File: src/rtl/mem_pkg.sv
// mem_pkg: shared definitions for the memory arbiter slice.
//   - arb_state_e : arbiter FSM states
//   - PORT_I/PORT_D : port identifiers (also the encoding of the round-robin 'last' bit)
//   - AW_DEF/DW_DEF/CW_DEF : default address, data and stall-counter widths
//   - rr_pick : round-robin winner selection between the two ports
package mem_pkg;

  localparam int AW_DEF = 16;
  localparam int DW_DEF = 32;
  localparam int CW_DEF = 16;

  typedef enum logic [1:0] {
    ARB_IDLE,
    ARB_OWN_I,
    ARB_OWN_D
  } arb_state_e;

  localparam logic PORT_I = 1'b0;
  localparam logic PORT_D = 1'b1;

  // Winner among the current requesters. On a tie the port that was not
  // served last wins. With no requester the result is meaningless; callers
  // qualify it with (if_req | d_req).
  function automatic logic rr_pick(input logic if_req, input logic d_req,
                                   input logic last);
    logic win;
    if (if_req && d_req) win = ~last;
    else if (d_req)      win = PORT_D;
    else                 win = PORT_I;
    return win;
  endfunction

endpackage

File: src/rtl/sat_counter.sv
// sat_counter: CW-bit saturating up-counter with synchronous clear.
//   clk   : clock
//   clr   : synchronous clear (wins over inc)
//   inc   : add one this cycle unless already at all-ones
//   count : current value
module sat_counter #(
  parameter int CW = 16
) (
  input  logic          clk,
  input  logic          clr,
  input  logic          inc,
  output logic [CW-1:0] count
);

  // NOTE: sequential state is updated with non-blocking assignments only, so
  // every flop samples pre-edge values regardless of process ordering.
  always_ff @(posedge clk) begin
    if (clr) begin
      count <= '0;
    end else if (inc && (count != '1)) begin
      count <= count + CW'(1);
    end
  end

endmodule

File: src/rtl/mem_arbiter.sv
// mem_arbiter: shares one single-ported, randomly stalling memory between the
// instruction-fetch port (read-only) and the data port (read/write).
//   clk, rst                         : clock, synchronous active-high reset
//   if_req/if_addr                   : fetch request (held until if_ack)
//   if_ack/if_rdata/if_err           : fetch completion, data, misalignment
//   d_req/d_wr/d_addr/d_wdata        : data request (held until d_ack)
//   d_ack/d_rdata/d_err              : data completion, load data, misalignment
//   m_enable/m_wr/m_addr/m_wdata     : memory command (all zero when idle)
//   m_rdata/m_ready/m_err            : memory response
//   if_stall_cnt/d_stall_cnt         : saturating count of waiting cycles
// A winner is picked combinationally in IDLE; if the memory is not ready in
// that cycle the winner keeps the memory (OWN_I/OWN_D) until m_ready.
module mem_arbiter
  import mem_pkg::*;
#(
  parameter int AW = AW_DEF,
  parameter int DW = DW_DEF,
  parameter int CW = CW_DEF
) (
  input  logic          clk,
  input  logic          rst,
  input  logic          if_req,
  input  logic [AW-1:0] if_addr,
  output logic          if_ack,
  output logic [DW-1:0] if_rdata,
  output logic          if_err,
  input  logic          d_req,
  input  logic          d_wr,
  input  logic [AW-1:0] d_addr,
  input  logic [DW-1:0] d_wdata,
  output logic          d_ack,
  output logic [DW-1:0] d_rdata,
  output logic          d_err,
  output logic          m_enable,
  output logic          m_wr,
  output logic [AW-1:0] m_addr,
  output logic [DW-1:0] m_wdata,
  input  logic [DW-1:0] m_rdata,
  input  logic          m_ready,
  input  logic          m_err,
  output logic [CW-1:0] if_stall_cnt,
  output logic [CW-1:0] d_stall_cnt
);

  arb_state_e state_q, state_d;
  logic       last_q, last_d;
  logic       grant_i, grant_d;
  logic       win;
  logic [CW-1:0] if_cnt, d_cnt;

  always_ff @(posedge clk) begin
    if (rst) begin
      state_q <= ARB_IDLE;
      last_q  <= PORT_D;   // fetch wins the first tie
    end else begin
      state_q <= state_d;
      last_q  <= last_d;
    end
  end

  // NOTE: every signal assigned in this block gets a default first, so no
  // path through the case leaves one unassigned and no latch is inferred.
  always_comb begin
    state_d = state_q;
    last_d  = last_q;
    grant_i = 1'b0;
    grant_d = 1'b0;
    win     = rr_pick(if_req, d_req, last_q);

    unique case (state_q)
      ARB_IDLE: begin
        if (if_req || d_req) begin
          grant_i = (win == PORT_I);
          grant_d = (win == PORT_D);
          if (m_ready) last_d  = win;
          else         state_d = (win == PORT_I) ? ARB_OWN_I : ARB_OWN_D;
        end
      end
      // The owner keeps the memory even if it drops req; the other port
      // is ignored until m_ready.
      ARB_OWN_I: begin
        grant_i = 1'b1;
        if (m_ready) begin
          last_d  = PORT_I;
          state_d = ARB_IDLE;
        end
      end
      ARB_OWN_D: begin
        grant_d = 1'b1;
        if (m_ready) begin
          last_d  = PORT_D;
          state_d = ARB_IDLE;
        end
      end
      default: state_d = ARB_IDLE;
    endcase

    // Nothing reaches the memory while reset is asserted, so a store held
    // across reset can never be written.
    if (rst) begin
      grant_i = 1'b0;
      grant_d = 1'b0;
    end
  end

  // Memory command mux: zeros when nothing is granted.
  always_comb begin
    m_enable = grant_i | grant_d;
    m_wr     = grant_d & d_wr;
    m_addr   = '0;
    m_wdata  = '0;
    if (grant_i) begin
      m_addr = if_addr;
    end else if (grant_d) begin
      m_addr  = d_addr;
      m_wdata = d_wdata;
    end
  end

  assign if_ack   = grant_i & m_ready;
  assign d_ack    = grant_d & m_ready;
  assign if_rdata = if_ack ? m_rdata : '0;
  assign d_rdata  = d_ack  ? m_rdata : '0;
  assign if_err   = if_ack & m_err;
  assign d_err    = d_ack  & m_err;

  sat_counter #(.CW(CW)) u_if_stall (
    .clk   (clk),
    .clr   (rst),
    .inc   (if_req & ~if_ack),
    .count (if_cnt)
  );

  sat_counter #(.CW(CW)) u_d_stall (
    .clk   (clk),
    .clr   (rst),
    .inc   (d_req & ~d_ack),
    .count (d_cnt)
  );

  // Counters read as zero during the reset cycle itself, before the clear lands.
  assign if_stall_cnt = rst ? '0 : if_cnt;
  assign d_stall_cnt  = rst ? '0 : d_cnt;

endmodule

File: config.mk
export PLATFORM = sky130hd
export DESIGN_NAME = mem_arbiter
export DESIGN_NICKNAME = d
export VERILOG_FILES = /design/src/rtl/mem_pkg.sv /design/src/rtl/sat_counter.sv /design/src/rtl/mem_arbiter.sv
export SDC_FILE = /design/constraint.sdc
export NUM_CORES = 1
export LEC_CHECK = 0
export ABC_AREA = 1
export BUFFER_PORTS_ARGS = -buffer_cell sky130_fd_sc_hd__buf_2
export CAP_MARGIN = 20
export CELL_PAD_IN_SITES_DETAIL_PLACEMENT = 0
export CELL_PAD_IN_SITES_GLOBAL_PLACEMENT = 2
export CORE_AREA = 2 2 148 150
export CTS_CLUSTER_DIAMETER = 50
export CTS_CLUSTER_SIZE = 24
export DETAILED_ROUTE_END_ITERATION = 8
export DIE_AREA = 0 0 150 152
export GPL_TIMING_DRIVEN = 0
export PLACE_DENSITY = 0.77
export SYNTH_ARGS = -nofsm -noshare
export SYNTH_HDL_FRONTEND = slang
export SYNTH_SLANG_ARGS = --single-unit
File: constraint.sdc
create_clock -name clk -period 1.49 [get_ports clk]
set_input_delay 0.149 -clock clk [delete_from_list [all_inputs] [get_ports clk]]
set_output_delay 0.149 -clock clk [all_outputs]
set_load 0.05 [all_outputs]
==> metrics.md <==
| Metric | Value |
|---|---|
| Status | finished with violations |
| Failing checks | setup timing |
| Total CTS buffers | 5 |
| Final setup fails | 150 |
| Leak | 3.442 nW |
| Synth area leaders | dfxtp_1 21%, nor2_1 18%, inv_1 15% |
| Tcrit/Tclk final | 1.344 |
| Vias | around 4,700 |
| Post-synthesis compound-gate area fraction | 0.09077 |
| P per Cell Area | 692.0 mW/mm² |
| Worst hold path type | primary input to flip-flop |
| CTS tree | yes |
| CP Cell Sequence | inv_2 -> ha_4 -> nand3_4 -> nand2_4 -> nand4_1 -> buf_6 -> buf_12 -> buf_12 -> o21ai_4 -> buf_8 |
| CP dominant cell by count | buf_12 |
| Crit path DAT | 1850 ps |
| Final worst slack | -513.0 ps |
| DRC viols | 0 |
| DR pass1 iterations | 4 |
| Initial Utilization | 0.1562 |
| Total Nets Final | approximately 1,000 |
| Vert. Die Dim | 152 µm |
| Layout area overhead | 128.3% |
| Worst hold margin | approximately 280 ps |
| Initial DRC count | 125 |
| CP Capture Type | output port |
| PortBufs | between 200 and 300 |
| Detail Route Antenna Nets | 0 |
| Die ar. | 0.02280 mm² |
| Core area | approximately 0.021 mm² |
| Syn_nets | 735 |
| Post-synthesis adder-cell area fraction | 0.01875 |
| Fill cell count | between 2,000 and 2,500 |
| Achievable frequency | 0.4993 GHz |
| Clock sinks | 35 |
| Register area | 706.9 µm² |
| First-pass GRT wire length | 24,760 µm |
| Post-synthesis simple-gate area fraction | 0.4426 |
| Largest family of logic cells by synthesized area | simple AND/OR/NAND/NOR gates |
| CTS Root Cell | clkbuf_16 |
| Final Hold Viols | 0 |
| Share of the synthesized area in the top cell type | 0.2101 |
| Critical Path Max Stage Delay | 330 ps |
| Worst slew margin | 0.5610 |
| Worst-path clk slew | 60 ps |
| Final min period | 2003 ps |
| Sequential element share of the synthesized area | 0.2101 |
| Cells after Synth | ~630 |
| H-tree depth | 2 |
| Xor/xnor share of the synthesized area | 0.04726 |
| Number of synthesized flops with an enable pin | 0 |
| Top post-synthesis cells by count | 160 x nor2_1, 130 x inv_1, 113 x nand2_1, 51 x nand3_1 |
| GRT Util Overall | 0.1357 |
| Top_reg_cell synth | dfxtp_1 |
| Vias in the first global route | 4,659 |
| Placed Cells | roughly 1,200 |
| Async S/R FF share, synth | 0 |
| Site row count | 54 |
| Pins Over Slew Limit | 0 |
| GRT overflow | 0 |
| DP Wirelength | 12,230 µm |
| Slew @ Worst Pin | 658.6 ps |
| I/O Pins | 253 |
| Warnings from Yosys | 0 |
| Inserted Diodes | 0 |
| Cell taking the most area after synthesis | dfxtp_1 |
| Post-Layout Cell Count | ~1,200 |
| Antenna violations before repair | 1 |
| Setup Crit Path Kind | flip-flop to output port |
| Mapped Avg Cell Area | 5.320 µm² |
| Layout cells sized above 1 | 0.5120 |
| RSZ-0062 raised after global routing | true |
| Multiplexer area fraction after synthesis | 0 |
| Clock Latency Late Sink | 290 ps |
| CTS Buffer Depth | 2 |
| FF+latch count, synth | 35 |
| Final WL | 16,210 µm |
| Mapped Area | 0.003336 mm² |
| Critical path peak fanout | 6 |
| Crit-path slowest cell | dfxtp_2 |
| Avg Vias per Cell | 3.969 |
| GPL Wtd Cong | 0.7544 |
| Wire per inst | ~14 µm |
| Largest net degree at the start of global routing | 11 |
| Max-cap violations | 0 |
| Top-count cell post-synth | nor2_1 |
| Data required time at the worst endpoint | ~1300 ps |
| VDD IR max | roughly 0.41 mV |
| Die X | 150 µm |
| Setup Skew | about 3.8 ps |
| Count of unique library cells instantiated by Yosys | 29 |
| Area occupied by multi-input gates | 0.003032 mm² |
| Worst Setup Start Kind | flip-flop |
[state kept, by name, indices dropped and copies added, names as in the netlist]
register / cells
u_d_stall.count: 16
last_q: 1
u_if_stall.count: 16
state_q: 2
[per-stage QoR]
stage / cell area (µm²) / total power [mW] / utilization / worst slack, ps / TNS (ps)
floorplan: 4359 / 2.847 / - / -148.0 / -12250
global placement: 5971 / 3.419 / 0.2797 / -644.0 / -75910
detailed placement: 5971 / 3.416 / 0.2797 / -609.0 / -75060
CTS: 7416 / 5.216 / 0.3473 / -537.8 / -62560
global route: 7616 / 5.516 / 0.3567 / -590.6 / -74440
finish: 7616 / 5.270 / 0.3567 / -513.0 / -59530
[kinds of logic (layout without fill, tap and decap cells)]
group                    after synthesis  count (layout)
flip-flops                            35              35
AO/OA/AOI/OAI                         59              59
AND/OR/NAND/NOR                      349             349
buffers and inverters                161             450
adder cells (fa/ha/maj)                5               5
XOR/XNOR                              18              18
[routing by layer]
layer	up-vias	GRT usage	routed length, µm
met5	-	0	13
met4	2	0.02920	231
met3	24	0.02613	904
met2	145	0.2387	8228
met1	2123	0.1705	6836
li1	2453	-	-
[power breakdown]
part           total, mW  internal, mW  switching [mW]
logic               3.27          1.32            1.95
clock network       1.01         0.602           0.405
registers          0.994         0.966          0.0276
[area by class of cell]
class,count,share of cell area
multi-input combinational,431,0.3981
timing repair buffer,283,0.3302
sequential,35,0.09282
inverter,132,0.06604
buffer,29,0.04994
tap,280,0.04600
clock buffer,6,0.01692
[critical path: cells and delay by family (launching register included)]
family                     cells  cell delay (ps)
AOI/OAI and AO/OA              1              140
adders and majority gates      1              170
buffers and inverters          5              670
DFF                            1              330
and+or+nand+nor                3              250
[worst paths after layout]
kind	startpoint	endpoint	slack [ps]	cells past startpoint
setup / recovery	state_q[1]$_SDFFE_PP0P_	m_addr[1]	-510	10
hold / removal	m_ready	last_q$_SDFFE_PP1P_	280	3
setup reg to reg	state_q[1]$_SDFFE_PP0P_	u_if_stall.count[0]$_SDFFE_PP0P_	-340	11
hold reg to reg	last_q$_SDFFE_PP1P_	last_q$_SDFFE_PP1P_	480	2
[layout by cell type (no fill, tap or decap), types with 2 or more instances in the layout]
cell type / count
a21oi_1: 32
a21oi_2: 3
buf_12: 9
buf_16: 2
buf_2: 138
buf_4: 16
buf_6: 99
buf_8: 31
clkbuf_1: 4
clkbuf_16: 12
clkbuf_2: 3
clkbuf_8: 2
clkinvlp_4: 2
dfxtp_1: 30
dfxtp_2: 5
ha_1: 2
ha_4: 3
inv_1: 124
inv_2: 6
nand2_1: 110
nand2_2: 2
nand2_4: 3
nand3_1: 49
nand3_4: 4
nand4_1: 8
nor2_1: 59
nor2_2: 6
nor2_4: 101
o211ai_1: 2
o21ai_0: 5
o21ai_2: 2
o21ai_4: 14
xor2_1: 18
[repair_timing]
item / CTS / global route
setup endpoints to repair: 180 / 152
pin swaps: 7 / 7
resized for setup: 297 / 44
cloned: 5 / 2
buffers inserted: 22 / 2
hold buffers: 0 / 0
(Power assumes the default switching activity.)
